`src/rtl/writeback_stage_pkg.sv`:
```
// Shared definitions for the write-back stage: FSM state encoding, default
// datapath widths, default load timeout and the hard-wired zero register.
package writeback_stage_pkg;

  localparam int DATA_W_DEF      = 32;
  localparam int REG_ADDR_W_DEF  = 5;
  localparam int MEM_TIMEOUT_DEF = 15;

  // r0 is hard-wired to zero in the register file; writes to it are dropped.
  localparam int ZERO_REG = 0;

  typedef enum logic [1:0] {
    IDLE     = 2'd0,
    WAIT_MEM = 2'd1,
    COMMIT   = 2'd2
  } wb_state_e;

endpackage

```
`src/rtl/writeback_stage_mem_wait_timer.sv`:
```
// Load wait timer. Counts cycles spent waiting for data memory.
//   clk_i      clock, rising edge
//   rst_n_i    asynchronous active-low reset
//   clr_i      restart count at 0 (wins over enable)
//   en_i       advance count this cycle
//   expired_o  this is the MEM_TIMEOUT-th enabled cycle since the last clear
module mem_wait_timer #(
  parameter int MEM_TIMEOUT = 15
) (
  input  logic clk_i,
  input  logic rst_n_i,
  input  logic clr_i,
  input  logic en_i,
  output logic expired_o
);

  localparam int CW = (MEM_TIMEOUT < 2) ? 1 : $clog2(MEM_TIMEOUT + 1);

  logic [CW-1:0] cnt_q;

  always_ff @(posedge clk_i or negedge rst_n_i) begin
    if (!rst_n_i)   cnt_q <= '0;
    else if (clr_i) cnt_q <= '0;
    else if (en_i)  cnt_q <= cnt_q + CW'(1);
  end

  // Count starts at 0 on the first wait cycle, so the MEM_TIMEOUT-th wait
  // cycle sees MEM_TIMEOUT-1. The owner leaves the wait state on that edge.
  assign expired_o = (cnt_q == CW'(MEM_TIMEOUT - 1));

endmodule

```
`src/rtl/writeback_stage.sv`:
```
// Write-back stage: retires one instruction per cycle into the register file.
// ALU results commit the cycle after acceptance; loads wait for MemReady with
// a bounded timeout, after which the write is dropped and Mem_Error pulses.
//   Clk, Reset_n                 clock / async active-low reset
//   In_Valid / In_Ready          retiring-instruction handshake
//   RegWrite, MemtoReg, WriteReg, ALUResult   instruction fields
//   MemReady, MemReadData        load data return
//   RF_WriteEn/Addr/Data         registered register-file write port (also the
//                                forwarding source for the ALU operand muxes)
//   Load_Pending, Pending_Reg    outstanding-load info for the hazard unit
//   Mem_Error                    one-cycle pulse on load timeout
module writeback_stage
  import writeback_stage_pkg::*;
#(
  parameter int DATA_W      = DATA_W_DEF,
  parameter int REG_ADDR_W  = REG_ADDR_W_DEF,
  parameter int MEM_TIMEOUT = MEM_TIMEOUT_DEF
) (
  input  logic                  Clk,
  input  logic                  Reset_n,
  input  logic                  In_Valid,
  output logic                  In_Ready,
  input  logic                  RegWrite,
  input  logic                  MemtoReg,
  input  logic [REG_ADDR_W-1:0] WriteReg,
  input  logic [DATA_W-1:0]     ALUResult,
  input  logic                  MemReady,
  input  logic [DATA_W-1:0]     MemReadData,
  output logic                  RF_WriteEn,
  output logic [REG_ADDR_W-1:0] RF_WriteAddr,
  output logic [DATA_W-1:0]     RF_WriteData,
  output logic                  Load_Pending,
  output logic [REG_ADDR_W-1:0] Pending_Reg,
  output logic                  Mem_Error
);

  localparam logic [REG_ADDR_W-1:0] ZREG = REG_ADDR_W'(ZERO_REG);

  wb_state_e             state_q;
  logic                  regwrite_q;
  logic [REG_ADDR_W-1:0] wreg_q;
  logic                  rf_we_q;
  logic [REG_ADDR_W-1:0] rf_addr_q;
  logic [DATA_W-1:0]     rf_data_q;
  logic                  mem_err_q;

  logic accept, waiting, expired;

  assign waiting  = (state_q == WAIT_MEM);
  assign In_Ready = !waiting;
  assign accept   = In_Valid && In_Ready;

  mem_wait_timer #(.MEM_TIMEOUT(MEM_TIMEOUT)) u_timer (
    .clk_i     (Clk),
    .rst_n_i   (Reset_n),
    .clr_i     (accept && MemtoReg),
    .en_i      (waiting && !MemReady),
    .expired_o (expired)
  );

  always_ff @(posedge Clk or negedge Reset_n) begin
    if (!Reset_n) begin
      state_q    <= IDLE;
      regwrite_q <= 1'b0;
      wreg_q     <= '0;
      rf_we_q    <= 1'b0;
      rf_addr_q  <= '0;
      rf_data_q  <= '0;
      mem_err_q  <= 1'b0;
    end else begin
      rf_we_q   <= 1'b0;
      mem_err_q <= 1'b0;
      case (state_q)
        WAIT_MEM: begin
          // MemReady takes priority over an expiring timer.
          if (MemReady) begin
            rf_we_q   <= regwrite_q && (wreg_q != ZREG);
            rf_addr_q <= wreg_q;
            rf_data_q <= MemReadData;
            state_q   <= COMMIT;
          end else if (expired) begin
            mem_err_q <= 1'b1;
            state_q   <= COMMIT;
          end
        end
        default: begin
          // IDLE and COMMIT both accept; MemReady is ignored here.
          if (accept) begin
            regwrite_q <= RegWrite;
            wreg_q     <= WriteReg;
            if (MemtoReg) begin
              state_q <= WAIT_MEM;
            end else begin
              rf_we_q   <= RegWrite && (WriteReg != ZREG);
              rf_addr_q <= WriteReg;
              rf_data_q <= ALUResult;
              state_q   <= COMMIT;
            end
          end else begin
            state_q <= IDLE;
          end
        end
      endcase
    end
  end

  assign RF_WriteEn   = rf_we_q;
  assign RF_WriteAddr = rf_addr_q;
  assign RF_WriteData = rf_data_q;
  assign Mem_Error    = mem_err_q;
  assign Load_Pending = waiting;
  assign Pending_Reg  = waiting ? wreg_q : ZREG;

endmodule

```
`config.mk`:
```
export PLATFORM = sky130hd
export DESIGN_NAME = writeback_stage
export DESIGN_NICKNAME = d
export VERILOG_FILES = /design/src/rtl/writeback_stage_pkg.sv /design/src/rtl/writeback_stage_mem_wait_timer.sv /design/src/rtl/writeback_stage.sv
export SDC_FILE = /design/constraint.sdc
export NUM_CORES = 1
export LEC_CHECK = 0
export BUFFER_PORTS_ARGS = -buffer_cell sky130_fd_sc_hd__buf_2
export CAP_MARGIN = 10
export CORE_MARGIN = 1.5
export CORE_UTILIZATION = 47
export CTS_CLUSTER_DIAMETER = 40
export CTS_CLUSTER_SIZE = 12
export DETAILED_ROUTE_END_ITERATION = 12
export PLACE_DENSITY = 0.8
export SYNTH_ARGS = -nofsm -noshare
export SYNTH_HDL_FRONTEND = slang
export SYNTH_HIERARCHICAL = 1
export SYNTH_SLANG_ARGS = --single-unit
```
`constraint.sdc`:
```
create_clock -name Clk -period 1.8 [get_ports Clk]
set_input_delay 0.27 -clock Clk [delete_from_list [all_inputs] [get_ports Clk]]
set_output_delay 0.27 -clock Clk [all_outputs]
set_load 0.02 [all_outputs]
```
### Word-level counts from Yosys, hierarchy flattened

Index checks and enable logic that the tools add are counted.

* word-level logic and storage cells: 51
* register bits: 51
* output and inout bits: 46
* input port bits: 75

* bitwise gates (word level): 1
* eq/ne operators: 5
* multiplexer cells: 23
* add/sub/neg operators: 1
* reductions and logical operators: 13

Operator list (number)
* $mux 32: 4
* $mux 5: 5
* $mux 2: 5
* $reduce_bool 5->1: 2
* $mux 4: 2
* $mux 1: 7
* $logic_and 1x1->1: 5
* $add 4x1->4 const B: 1
* $eq 4x4->1 const B: 1
* $reduce_bool 2->1: 2
* $ne 3x2->1 const B: 1
* $reduce_and 3->1: 1
* $eq 2x1->1 const B: 1
* $logic_not 1->1: 2
* $ne 2x1->1 const B: 1
* $ne 2x2->1 const B: 1
* $reduce_and 2->1: 1
* $not 1->1: 1

### Depth between registers and ports, before layout

* depth in word-level cells: 5
* gate-level depth with buffers: 5

### Cells and area by module

Netlist, hierarchy kept.

By module, submodules not included
* writeback_stage: area an instance 2433.6 um^2, sequential area each 1176.1 um^2, times used 1, cells each 159
* mem_wait_timer: area an instance 220.2 um^2, sequential area each 100.1 um^2, times used 1, cells each 20

### Worst setup path before layout

No wires, ideal clock.

* kind: reg-to-reg
* start: reg state_q[1]
* end: reg u_timer.cnt_q[3]
* library setup time: 0.125 ns
* arrival: 1.415 ns
* stages on the path, launching flop included: 6
* buffers on the path: 1
* path slack: 0.260 ns
* clock period less this slack: 1.540 ns
* cell sequence: dfrtp_1 > nand2b_4 > buf_2 > nor2_1 > nand4_1 > mux2_4

* longest elaborated chain between the ends: 5
* elaborated cells on any way between the ends: 7
* classes of those cells: eq/ne: 1; mux: 1; reduce/logical: 5

Ends and longest elaborated chain
* start: declaration: RTL line writeback_stage.sv:39 `wb_state_e state_q;`
* start signal: assignment: RTL line writeback_stage.sv:63 `state_q <= IDLE;`
* start signal: assignment: RTL line writeback_stage.sv:80 `state_q <= COMMIT;`
* start signal: assignment: RTL line writeback_stage.sv:83 `state_q <= COMMIT;`
* $eq 2x1->1 (*): RTL line writeback_stage.sv:49 `assign waiting = (state_q == WAIT_MEM);`
* $logic_not 1->1 (*): RTL line writeback_stage.sv:50 `assign In_Ready = !waiting;`
* net In_Ready: RTL line writeback_stage.sv:22 `output logic In_Ready,`
* $logic_and 1x1->1 (*): RTL line writeback_stage.sv:51 `assign accept = In_Valid && In_Ready;`
* $logic_and 1x1->1 (*): RTL line writeback_stage.sv:56 `.clr_i (accept && MemtoReg),`
* $mux 4 or $reduce_bool 2->1 (tied branches)
* end signal: assignment: RTL line writeback_stage_mem_wait_timer.sv:24 `else if (en_i) cnt_q <= cnt_q + CW'(1);`
* end: declaration: RTL line writeback_stage_mem_wait_timer.sv:19 `logic [CW-1:0] cnt_q;`

Mark *: on every way through the listed nets, which the timed path passes. The rest lies on a longest branch.
A chain may end at the register's enable or synchronous reset.

### Final worst setup path

* start: reg state_q[0]
* end: out Pending_Reg[0]

* longest elaborated chain between the ends: 2

Ends and longest elaborated chain
* $eq 2x1->1: RTL line writeback_stage.sv:49
* $mux 5: RTL line writeback_stage.sv:112 `assign Pending_Reg = waiting ? wreg_q : ZREG;`
* end: declaration: RTL line writeback_stage.sv:33 `output logic [REG_ADDR_W-1:0] Pending_Reg,`

Every way passes these cells.

==> reports/qor.csv <==
stage,metric,value,unit
power_and_ir_drop,Final Total Pwr,3.98,mW
worst_setup_path,Startpoint Class,flip-flop,
routing,Wirelength per Cell,14.7,um
hold_path,HP Class,input port to flip-flop,
sta,Worst slew margin,64.9,%
run,max-capacitance violation count,0,
logic_synthesis,mapped cell area,2650,um^2
logic_synthesis,top-area cell type share of the netlist area,48.1,%
final_layout,Reg area,1280,um^2
power_and_ir_drop,Int Pwr,2.74,mW
die,# rows,27,
clocking,clock net sink count,51,
power_and_ir_drop,LEAKAGE,1.77,nW
status,status,finished clean,
worst_setup_path,Worst EP arrival,1.43,ns
sta,# setup viols final,0,
final_layout,n_diodes,0,
routing,drt pass-1 iters,4,
clocking,clk root buf,clkbuf_8,
sta,period utilization,94.6,%
sta,Setup TNS,0,ns
sta,unrepaired setup endpoints after global routing,no,
sta,Slew @ Worst Pin,0.526,ns
routing,final wirelength,5.63,mm
routing,Vias,1893,
die,Die Wd,78.1,um
placed_design,area post-placement,3340,um^2
clocking,Clock Latency Late Sink,0.29,ns
logic_synthesis,register area share after synthesis,48.1,%
sta,achievable frequency,587,MHz
routing,DR DRC count,0,
final_layout,Area Overhead vs Synth,33.7,%
worst_setup_path,CP Capture Type,primary output,
grt,vias in the first global route,1829,
grt,initial antenna violation count,0,
clocking,H-Tree Depth,2,
logic_synthesis,Yosys top cell by area,dfrtp_1,
die,Die H,78.1,um
final_layout,most frequent cells in the layout,"buf_2 (120), dfrtp_1 (51), mux2_2 (50), mux2_4 (32), buf_4 (7)",
routing,DR iter-0 viols,30,
die,total I/O pin count,121,
power_and_ir_drop,Pwr Density,1120,nW/um^2
routing,Post-DRT Antenna Nets,0,
die,die area,6110,um^2
routing,vias per inst,4.94,
placed_design,hpwl dp,4.08,mm
power_and_ir_drop,VDD IR-drop max,0.790,mV
logic_synthesis,synth unique cells,27,
final_layout,"Design Area, Final",3550,um^2
clocking,CTS max path bufs,2,
grt,largest net degree at the start of global routing,30,
power_and_ir_drop,Psw,1.24,mW
sta,Final Max Tran Viols,0,
power_and_ir_drop,Sequential Power Share,39.9,%
placed_design,Port-buffer cells,120,
worst_setup_path,"Req. time, crit path",1.53,ns
final_layout,multi-input logic area,1270,um^2
logic_synthesis,"flops & latches, synth",51,
logic_synthesis,Synth warnings,6,
clocking,TritonCTS clock tree,yes,
grt,first-pass GRT wire length,8.60,mm
final_layout,Fill cells,434,
logic_synthesis,dominant cells by area after synthesis,"dfrtp_1 (48%), mux2_2 (21%), mux2_4 (18%)",
power_and_ir_drop,switching share of power,31.2,%
die,core area,5470,um^2
clocking,"CTS clk-pin slew, worst paths",0.09,ns
logic_synthesis,post-synthesis average cell area,14.8,um^2
sta,Clock Skews,0.00557,ns
logic_synthesis,Synth Instances,179,
final_layout,layout cells sized above 1,72.3,%
grt,grt ovf,0,
sta,final hold vios,0,
placed_design,routability cong.,0.767,
die,Starting Density,48.5,%
sta,Period minus WS final,1.70,ns
final_layout,nets,387,
power_and_ir_drop,Logic pwr share,37.1,%
logic_synthesis,syn nets,256,
grt,All-Layer GR Usage,17.7,%
final_layout,post-layout util,64.8,%
worst_setup_path,crit path max fanout,17,
worst_setup_path,crit path kind,flip-flop to primary output,
final_layout,"most common cell after layout, fill and taps aside",buf_2,
power_and_ir_drop,Clock Power Share,23.0,%
clocking,number of CTS-inserted buffers,5,
==> critical path, cell delays in order, from the launching register on <==
cell	delay [ns]
dfrtp_1	0.40
nand2b_4	0.10
clkinvlp_4	0.13
buf_6	0.18
and2_1	0.16
buf_2	0.15
==> final timing paths <==
path	startpoint	end	slack, ns	cells after the start
hold reg to reg	RF_WriteData[13]	RF_WriteData[13]	0.51	1
setup / recovery	state_q[0]	Pending_Reg[0]	0.1	5
min in group asynchronous	Reset_n	RF_WriteData[21]	0.48	2
setup reg to reg	state_q[1]	RF_WriteData[8]	0.1	5
hold / removal	MemReady	Mem_Error	0.19	2
max in group asynchronous	Reset_n	RF_WriteAddr[4]	0.79	3
==> sequential cells by signal, indices dropped and copies added, names as in the netlist <==
signal,flops
RF_WriteData,32
RF_WriteAddr,5
wreg_q,5
u_timer/cnt_q,4
state_q,2
Mem_Error,1
RF_WriteEn,1
regwrite_q,1
==> per-stage QoR <==
step / hold WS, ns / setup slack [ns] / instances
2_1_floorplan: -0.0256 / 0.260 / 179
4_1_cts: 0.176 / 0.0207 / 378
5_1_grt: 0.184 / 0.0192 / 383
6_report: 0.188 / 0.0969 / 383
3_5_place_dp: 0.272 / 0.168 / 369
3_3_place_gp: 0.269 / 0.215 / 369
==> routing by layer <==
layer / share of wire, % / global-route usage [%]
met5: 0 / 0
met3: 6.8 / 4.65
met2: 50 / 30.7
met1: 42 / 22.3
met4: 0.43 / 3.93
==> synthesized netlist by cell type, drive strengths merged <==
cell / instances
inv: 3
a21o: 1
nand2b: 2
or2b: 1
a21bo: 1
a21oi: 2
ha: 2
or4: 2
mux2: 82
o2111ai: 1
nor2b: 2
and2: 5
nand3b: 1
nand2: 1
nand4: 1
buf: 9
nor3: 1
xnor2: 1
nor2: 4
dfrtp: 51
and3: 2
o21ai: 3
nand3: 1
==> power groups by stage <==
stage	combinational (mW)	sequential [mW]	clock (mW)
floorplan	0.681	1.90	0
detailed placement	1.44	1.61	0
finish	1.47	1.59	0.915
global placement	1.42	1.60	0
CTS	1.45	1.59	0.951
global route	1.57	1.63	1.00
==> layout make-up <==
class | count | share of cell area [%]
Clock inverter | 3 | 1.90
Multi-Input combinational cell | 116 | 35.8
Timing Repair Buffer | 133 | 21.4
Clock buffer | 5 | 1.94
Inverter | 3 | 0.423
Sequential cell | 51 | 36.0
Tap cell | 72 | 2.54
==> logic make-up (layout without fill, tap and decap cells) <==
kind of cell,count (synthesis),in the layout,share of synthesized area [%]
fa+ha+maj,2,2,0.943
xor+xnor,1,1,0.330
compound gates,8,8,1.93
simple gates,23,23,5.33
flops,51,51,48.1
buf+inv,12,144,4.05
mux,82,82,39.3
==> timing repair <==
action                                  4_1_cts  5_1_grt
hold buffers                                  1        0
gates cloned                                  0        1
buffers inserted                              0        4
endpoints found under the setup margin        3        5
endpoints found under the hold margin        22        0
resized for setup                             1        1
Note: power is estimated with default switching activity, not from simulation.
